## src/rtl/feed_sched_if.sv

```systemverilog
`default_nettype none
// ============================================================================
//  Module   : feed_sched_if
//  Purpose  : Bundle between the top controller and the FEED-phase sequencer
//             (command/clear/K-depth in, skewed buffer reads and status out).
//  Options  : FEED_STALL_EN adds the 'stall' request line.
//  Revision : 1.0  initial release
// ============================================================================
interface feed_sched_if #(
  parameter int ARR   = 4,
  parameter int IDX_W = 2
);
  // Controller -> sequencer
  logic                 cmd_feed;
  logic                 dp_cnt_rst;
  logic [IDX_W:0]       k_len;
`ifdef FEED_STALL_EN
  logic                 stall;
`endif

  // Sequencer -> buffers / PE array / controller
  logic [ARR-1:0]       a_rd_en;
  logic [ARR*IDX_W-1:0] a_rd_idx;
  logic [ARR-1:0]       b_rd_en;
  logic [ARR*IDX_W-1:0] b_rd_idx;
  logic                 acc_en;
  logic                 feed_done;
  logic                 busy;

`ifdef FEED_STALL_EN
  modport master (
    output cmd_feed, dp_cnt_rst, k_len, stall,
    input  a_rd_en, a_rd_idx, b_rd_en, b_rd_idx, acc_en, feed_done, busy
  );
  modport slave (
    input  cmd_feed, dp_cnt_rst, k_len, stall,
    output a_rd_en, a_rd_idx, b_rd_en, b_rd_idx, acc_en, feed_done, busy
  );
`else
  modport master (
    output cmd_feed, dp_cnt_rst, k_len,
    input  a_rd_en, a_rd_idx, b_rd_en, b_rd_idx, acc_en, feed_done, busy
  );
  modport slave (
    input  cmd_feed, dp_cnt_rst, k_len,
    output a_rd_en, a_rd_idx, b_rd_en, b_rd_idx, acc_en, feed_done, busy
  );
`endif

endinterface : feed_sched_if
`default_nettype wire

```

## src/rtl/feed_sched.sv

```systemverilog
`default_nettype none
// ============================================================================
//  Module   : feed_sched
//  Purpose  : Sequences the FEED phase of one ARRxARR block pass into the
//             systolic array: skewed A-row / B-column buffer reads, PE
//             accumulate enable and a level feed-done interrupt.
//  Options  : FEED_STALL_EN adds a stall input that freezes the sequence.
//  Revision : 1.0  initial release
// ============================================================================
module feed_sched #(
  parameter int ARR   = 4,
  parameter int IDX_W = 2,
  parameter int T_W   = 4
) (
  input  logic        clk,
  input  logic        reset,
  feed_sched_if.slave bus
);

  typedef enum logic [1:0] {
    S_IDLE  = 2'd0,
    S_FEED  = 2'd1,
    S_DRAIN = 2'd2,
    S_DONE  = 2'd3
  } state_t;

  localparam int             K_W         = IDX_W + 1;
  localparam logic [K_W-1:0] C_K_MAX     = K_W'(ARR);
  // Last FEED time is K+ARR-2, last DRAIN time is K+2*ARR-3.
  localparam logic [T_W-1:0] C_FEED_OFS  = T_W'(ARR - 2);
  localparam logic [T_W-1:0] C_DRAIN_OFS = T_W'(2 * ARR - 3);

  // Sequencing state
  state_t         state_q, state_d;
  logic [T_W-1:0] t_q, t_d;
  logic [K_W-1:0] k_q, k_d;

  // Registered outputs
  logic [ARR-1:0]       a_en_q, a_en_d;
  logic [ARR*IDX_W-1:0] a_idx_q, a_idx_d;
  logic [ARR-1:0]       b_en_q, b_en_d;
  logic [ARR*IDX_W-1:0] b_idx_q, b_idx_d;
  logic                 acc_q, acc_d;
  logic                 done_q, done_d;
  logic                 busy_q, busy_d;

  logic                 stall_w;
  logic                 stall_act_w;
  logic [K_W-1:0]       k_clamp_w;
  logic [T_W-1:0]       feed_last_w;
  logic [T_W-1:0]       drain_last_w;
  logic [T_W:0]         a_diff_w;
  logic [T_W:0]         b_diff_w;

`ifdef FEED_STALL_EN
  assign stall_w = bus.stall;
`else
  assign stall_w = 1'b0;
`endif

  // A stall only has meaning while operands are moving.
  assign stall_act_w  = stall_w && ((state_q == S_FEED) || (state_q == S_DRAIN));

  // Depths above the array size cannot be fed; treat them as a full block.
  assign k_clamp_w    = (bus.k_len > C_K_MAX) ? C_K_MAX : bus.k_len;

  assign feed_last_w  = T_W'(k_q) + C_FEED_OFS;
  assign drain_last_w = T_W'(k_q) + C_DRAIN_OFS;

  // State, time and latched depth registers; clear on reset or datapath clear.
  always_ff @(posedge clk) begin
    if (reset || bus.dp_cnt_rst) begin
      state_q <= S_IDLE;
      t_q     <= '0;
      k_q     <= '0;
    end else begin
      state_q <= state_d;
      t_q     <= t_d;
      k_q     <= k_d;
    end
  end

  // Next-state logic: walk IDLE -> FEED -> DRAIN -> DONE on the time counter.
  always_comb begin
    state_d = state_q;
    t_d     = t_q;
    k_d     = k_q;
    case (state_q)
      S_IDLE: begin
        if (bus.cmd_feed) begin
          k_d     = k_clamp_w;
          t_d     = '0;
          state_d = (bus.k_len == '0) ? S_DONE : S_FEED;
        end
      end
      S_FEED: begin
        if (!stall_act_w) begin
          t_d = t_q + 1'b1;
          if (t_q == feed_last_w) begin
            state_d = S_DRAIN;
          end
        end
      end
      S_DRAIN: begin
        if (!stall_act_w) begin
          t_d = t_q + 1'b1;
          if (t_q == drain_last_w) begin
            state_d = S_DONE;
          end
        end
      end
      S_DONE: begin
        // feed_done is a level held until the controller drops its command.
        if (!bus.cmd_feed) begin
          state_d = S_IDLE;
          t_d     = '0;
        end
      end
      default: begin
        state_d = S_IDLE;
        t_d     = '0;
      end
    endcase
  end

  // A-row skew decode: row i reads K index t-i while i <= t <= i+K-1.
  // Decoded from the next state so the registered outputs line up with
  // the state/time they belong to.
  always_comb begin
    a_en_d   = '0;
    a_idx_d  = '0;
    a_diff_w = '0;
    for (int i = 0; i < ARR; i++) begin
      // Extra MSB flags t < i without an unsigned compare against zero.
      a_diff_w = {1'b0, t_d} - {1'b0, T_W'(i)};
      if ((state_d == S_FEED) && !a_diff_w[T_W] &&
          (a_diff_w[T_W-1:0] < T_W'(k_d))) begin
        a_en_d[i]                 = 1'b1;
        a_idx_d[i*IDX_W +: IDX_W] = a_diff_w[IDX_W-1:0];
      end
    end
    if (stall_act_w) begin
      a_en_d  = '0;
      a_idx_d = a_idx_q;
    end
  end

  // B-column skew decode: same wavefront as the A rows, per column j.
  always_comb begin
    b_en_d   = '0;
    b_idx_d  = '0;
    b_diff_w = '0;
    for (int j = 0; j < ARR; j++) begin
      b_diff_w = {1'b0, t_d} - {1'b0, T_W'(j)};
      if ((state_d == S_FEED) && !b_diff_w[T_W] &&
          (b_diff_w[T_W-1:0] < T_W'(k_d))) begin
        b_en_d[j]                 = 1'b1;
        b_idx_d[j*IDX_W +: IDX_W] = b_diff_w[IDX_W-1:0];
      end
    end
    if (stall_act_w) begin
      b_en_d  = '0;
      b_idx_d = b_idx_q;
    end
  end

  // Status decode: accumulate while operands are in flight, done/busy levels.
  always_comb begin
    acc_d  = ((state_d == S_FEED) || (state_d == S_DRAIN)) && !stall_act_w;
    done_d = (state_d == S_DONE);
    busy_d = (state_d != S_IDLE);
  end

  // Output registers; the clear path forces every output low next cycle.
  always_ff @(posedge clk) begin
    if (reset || bus.dp_cnt_rst) begin
      a_en_q  <= '0;
      a_idx_q <= '0;
      b_en_q  <= '0;
      b_idx_q <= '0;
      acc_q   <= 1'b0;
      done_q  <= 1'b0;
      busy_q  <= 1'b0;
    end else begin
      a_en_q  <= a_en_d;
      a_idx_q <= a_idx_d;
      b_en_q  <= b_en_d;
      b_idx_q <= b_idx_d;
      acc_q   <= acc_d;
      done_q  <= done_d;
      busy_q  <= busy_d;
    end
  end

  assign bus.a_rd_en   = a_en_q;
  assign bus.a_rd_idx  = a_idx_q;
  assign bus.b_rd_en   = b_en_q;
  assign bus.b_rd_idx  = b_idx_q;
  assign bus.acc_en    = acc_q;
  assign bus.feed_done = done_q;
  assign bus.busy      = busy_q;

endmodule : feed_sched
`default_nettype wire

```

## src/flat_wrapper.sv

```systemverilog
// flat-port wrapper written by rule: the top's interface ports become plain ports
module feed_sched_flat 
#(
  parameter int ARR   = 4,
  parameter int IDX_W = 2,
  parameter int T_W   = 4
)
  (clk, reset, bus_cmd_feed, bus_dp_cnt_rst, bus_k_len, bus_a_rd_en, bus_a_rd_idx, bus_b_rd_en, bus_b_rd_idx, bus_acc_en, bus_feed_done, bus_busy);
  feed_sched_if #(.ARR(ARR), .IDX_W(IDX_W)) bus_i ();
  input  logic clk;
  input  logic reset;
  input wire logic [$bits(bus_i.cmd_feed)-1:0] bus_cmd_feed;
  input wire logic [$bits(bus_i.dp_cnt_rst)-1:0] bus_dp_cnt_rst;
  input wire logic [$bits(bus_i.k_len)-1:0] bus_k_len;
  output wire logic [$bits(bus_i.a_rd_en)-1:0] bus_a_rd_en;
  output wire logic [$bits(bus_i.a_rd_idx)-1:0] bus_a_rd_idx;
  output wire logic [$bits(bus_i.b_rd_en)-1:0] bus_b_rd_en;
  output wire logic [$bits(bus_i.b_rd_idx)-1:0] bus_b_rd_idx;
  output wire logic [$bits(bus_i.acc_en)-1:0] bus_acc_en;
  output wire logic [$bits(bus_i.feed_done)-1:0] bus_feed_done;
  output wire logic [$bits(bus_i.busy)-1:0] bus_busy;
  assign bus_i.cmd_feed = bus_cmd_feed;
  assign bus_i.dp_cnt_rst = bus_dp_cnt_rst;
  assign bus_i.k_len = bus_k_len;
  assign bus_a_rd_en = bus_i.a_rd_en;
  assign bus_a_rd_idx = bus_i.a_rd_idx;
  assign bus_b_rd_en = bus_i.b_rd_en;
  assign bus_b_rd_idx = bus_i.b_rd_idx;
  assign bus_acc_en = bus_i.acc_en;
  assign bus_feed_done = bus_i.feed_done;
  assign bus_busy = bus_i.busy;
  feed_sched #(.ARR(ARR), .IDX_W(IDX_W), .T_W(T_W)) u_core (.clk(clk), .reset(reset), .bus(bus_i));
endmodule
```

## config.mk

```make
export PLATFORM = sky130hd
export DESIGN_NAME = feed_sched_flat
export DESIGN_NICKNAME = d
export VERILOG_FILES = /design/src/rtl/feed_sched_if.sv /design/src/rtl/feed_sched.sv /design/src/flat_wrapper.sv
export SDC_FILE = /design/constraint.sdc
export NUM_CORES = 1
export LEC_CHECK = 0
export CORE_ASPECT_RATIO = 1.25
export CORE_MARGIN = 4
export CORE_UTILIZATION = 25
export DETAILED_ROUTE_END_ITERATION = 16
export PLACE_DENSITY = 0.49
export REMOVE_ABC_BUFFERS = 1
export SLEW_MARGIN = 5
export SYNTH_ARGS = -nofsm -noshare
export SYNTH_HDL_FRONTEND = slang
export SYNTH_SLANG_ARGS = --single-unit
```

## constraint.sdc

```tcl
create_clock -name clk -period 3 [get_ports clk]
set_input_delay 0.6 -clock clk [delete_from_list [all_inputs] [get_ports clk]]
set_output_delay 0.6 -clock clk [all_outputs]
set_load 0.02 [all_outputs]
```

==> key figures <==
Run
  – Max_cap viols: 0

Yosys
  – Async S/R FF share, synth: 0
  – Post-synthesis cell count: between 150 and 200
  – Synth Register Bits: 24
  – Post-synth EDFFs: 0
  – XOR/XNOR Fraction of Synth Area: 0.0629
  – Synth warnings: 0
  – Most frequent cells after synthesis: ha_1, dfxtp_1, nor2_1
  – Area of the mapped netlist: about 1700 um^2
  – Share of Yosys cell area claimed by the top area cell type: 0.291
  – Prevailing post-synth register cell: dfxtp_1
  – Synth Area in Compound Gates: 0.165
  – Largest family of logic cells by synthesized area: adder cells
  – Most frequent cell after synthesis: ha_1
  – Post-synth top area cell: dfxtp_1
  – Mux share of post-synthesis cell area: 0.0243
  – Synth top area cells: dfxtp_1, ha_1, buf_4
  – Register area share after synthesis: 0.291
  – Syn Area/Cell: just over 9 um^2
  – Post-synthesis simple-gate area fraction: 0.164
  – Post-synthesis adder-cell area fraction: 0.190
  – Synth unique cells: 50

Drt
  – DR vias: 1383
  – Wirelength per Cell: 13.1 um
  – Post-DR vias/cell: around 4.5
  – Drt pass-1 iters: 4
  – Iter 0 DRT Violations: 65
  – ANT nets after route: 0
  – Remaining DRCs: 0
  – Final wirelength: ~4000 um

Placement
  – Gpl congestion: 0.827
  – Placed Area: about 2100 um^2
  – IO buf count: 33
  – Dpl ws: -0.203 ns
  – Final HPWL DP: 3090 um

Clocking
  – Maximum clock path buffer count: 2
  – Clk_lat worst skew: approximately 0.27 ns
  – Clk sinks: 24
  – Root buf cell: clkbuf_8
  – H-tree lvl count: 1
  – Hold Buf Count CTS: 0
  – Worst-path clk slew: 0.09 ns
  – CTS tree: built
  – CTS Buf Count: 3

Layout
  – Core Util, Final: 0.352
  – P&R area growth vs syn: 34.2%
  – Ant. Diodes: 0
  – Nets: ~250
  – Layout cell share with drive strength beyond 1: 0.182
  – Fin area: roughly 2200 um^2

STA
  – Worst slew pin tran: about 0.48 ns
  – Setup Skew: 0.00346 ns
  – Setup WS post-layout: 0.214 ns
  – Endpoints failing hold: 0
  – Tcrit/Tclk final: 0.929
  – FMAX: around 360 MHz
  – Slew Limit Headroom: 0.678
  – Min Tclk post-route: 2.79 ns
  – Pins over their slew limit: 0
  – Setup violations, final: 0
  – RSZ-0062 raised after global routing: false

Power and ir drop
  – Total power: 740 uW
  – P_leak: a little over 0.9 nW
  – PwrDens: roughly 330 nW/um^2
  – Peak supply drop: 0.133 mV

Global routing
  – GRT Total Usage: 0.105
  – Largest net degree at the start of global routing: 15
  – Antenna violations before repair: 0
  – Total gr overflow: 0
  – First-pass GRT wire length: 6630 um
  – Vias in the first global route: 1396

Die
  – DIE HEIGHT: 98.8 um
  – Core area: 6290 um^2
  – Initial core utilization: 0.263
  – Row count: 32
  – Total I/O pin count: 34
  – Die Area: approximately 8000 um^2
  – Die W: between 80 and 90 um

Setup path
  – Max FO, Critical Path: 5
  – Crit path DAT: 2.97 ns
  – Worst endpoint required time: 3.18 ns
  – Reg2reg path depth: 12
  – Crit path kind: flop to flop
  – Startpoint types: flop
  – Crit. End Element: flop

Worst hold path
  – Worst hold-check path type: flop to flop
  – Cell depth of the worst hold path: 2

Outcome
  – Status: complete, no violations
power by group:
part	internal (mW)	leakage [nW]	switching, mW
logic	0.0604	0.693	0.0650
registers	0.324	0.195	0.00431
clock network	0.178	0.0357	0.108
total	0.563	0.923	0.177
critical path, stage by stage (launching register included):
cell,delay (ns)
dfxtp_2,0.37
inv_1,0.10
ha_1,0.34
a32oi_1,0.19
nor2_1,0.06
a31oi_1,0.20
inv_1,0.11
ha_1,0.31
ha_1,0.30
a21oi_1,0.15
nand3_1,0.09
a31o_2,0.26
a211oi_1,0.23
layer usage:
| metal | wire [um] | track usage |
|---|---|---|
| met1 | 1860 | 0.133 |
| met2 | 2010 | 0.183 |
| met3 | 67 | 0.00731 |
| met4 | 48 | 0.0351 |
| met5 | 0 | 0 |
sequential cells by signal, indices dropped and copies added, names as in the netlist:
signal / flops
u_core.bus.acc_en: 1
u_core.bus.feed_done: 1
u_core.k_q: 3
u_core.bus.a_rd_idx: 8
u_core.bus.a_rd_en: 4
u_core.bus.busy: 1
u_core.t_q: 4
u_core.state_q: 2
final timing paths:
kind,start,end,slack [ns]
max,u_core.state_q[0],u_core.bus.a_rd_idx[5],0.21
min,u_core.k_q[0],u_core.k_q[0],0.68
max reg2reg,u_core.state_q[0],u_core.bus.a_rd_idx[5],0.21
min reg2reg,u_core.k_q[0],u_core.k_q[0],0.68
cells in the final DEF, fill, tap and decap left out, types with 3 or more instances in the layout:
cell and count:
a21oi_1 10, a31oi_1 3, and2_1 4, and3_1 3, buf_4 21, clkbuf_8 3, clkdlybuf4s50_1 32, dfxtp_1 22
ha_1 24, inv_1 11, mux2i_1 4, nand2_1 6, nand2b_1 3, nand3_1 3, nor2_1 16, nor4_1 3
xnor2_1 7, xor2_1 3
metrics by stage:
stage / setup TNS, ns / std cells / hold slack [ns]
finish: 0 / 305 / 0.675
global route: 0 / 305 / 0.731
CTS: 0 / 304 / 0.683
detailed placement: -1.07 / 300 / 0.654
global placement: -0.559 / 300 / 0.640
floorplan: 0 / 162 / 0.557
kinds of logic (layout without fill, tap and decap cells):
family                     Yosys count  in the layout
and+or+nand+nor                     50             50
AOI/OAI and AO/OA                   35             35
buffers and inverters               30             71
adders and majority gates           25             25
DFF                                 24             24
xor gates and xnor gates            11             11
muxes                                4              4
area by class of cell:
class | count | area, um^2
timing repair buffer | 54 | 490
clock buffer | 3 | 41.3
inverter | 13 | 51.3
multi-input combinational | 125 | 1010
clock inverter | 1 | 30.0
sequential | 24 | 483
fill | 651 | 4070
tap | 85 | 106
repair_timing:
action                     in CTS  in global routing
setup endpoints to repair       0                  7
resized for setup               0                  7
buffers inserted                0                  1
hold endpoints to repair        0                  0
No activity file was read; power rests on OpenSTA's default activity.
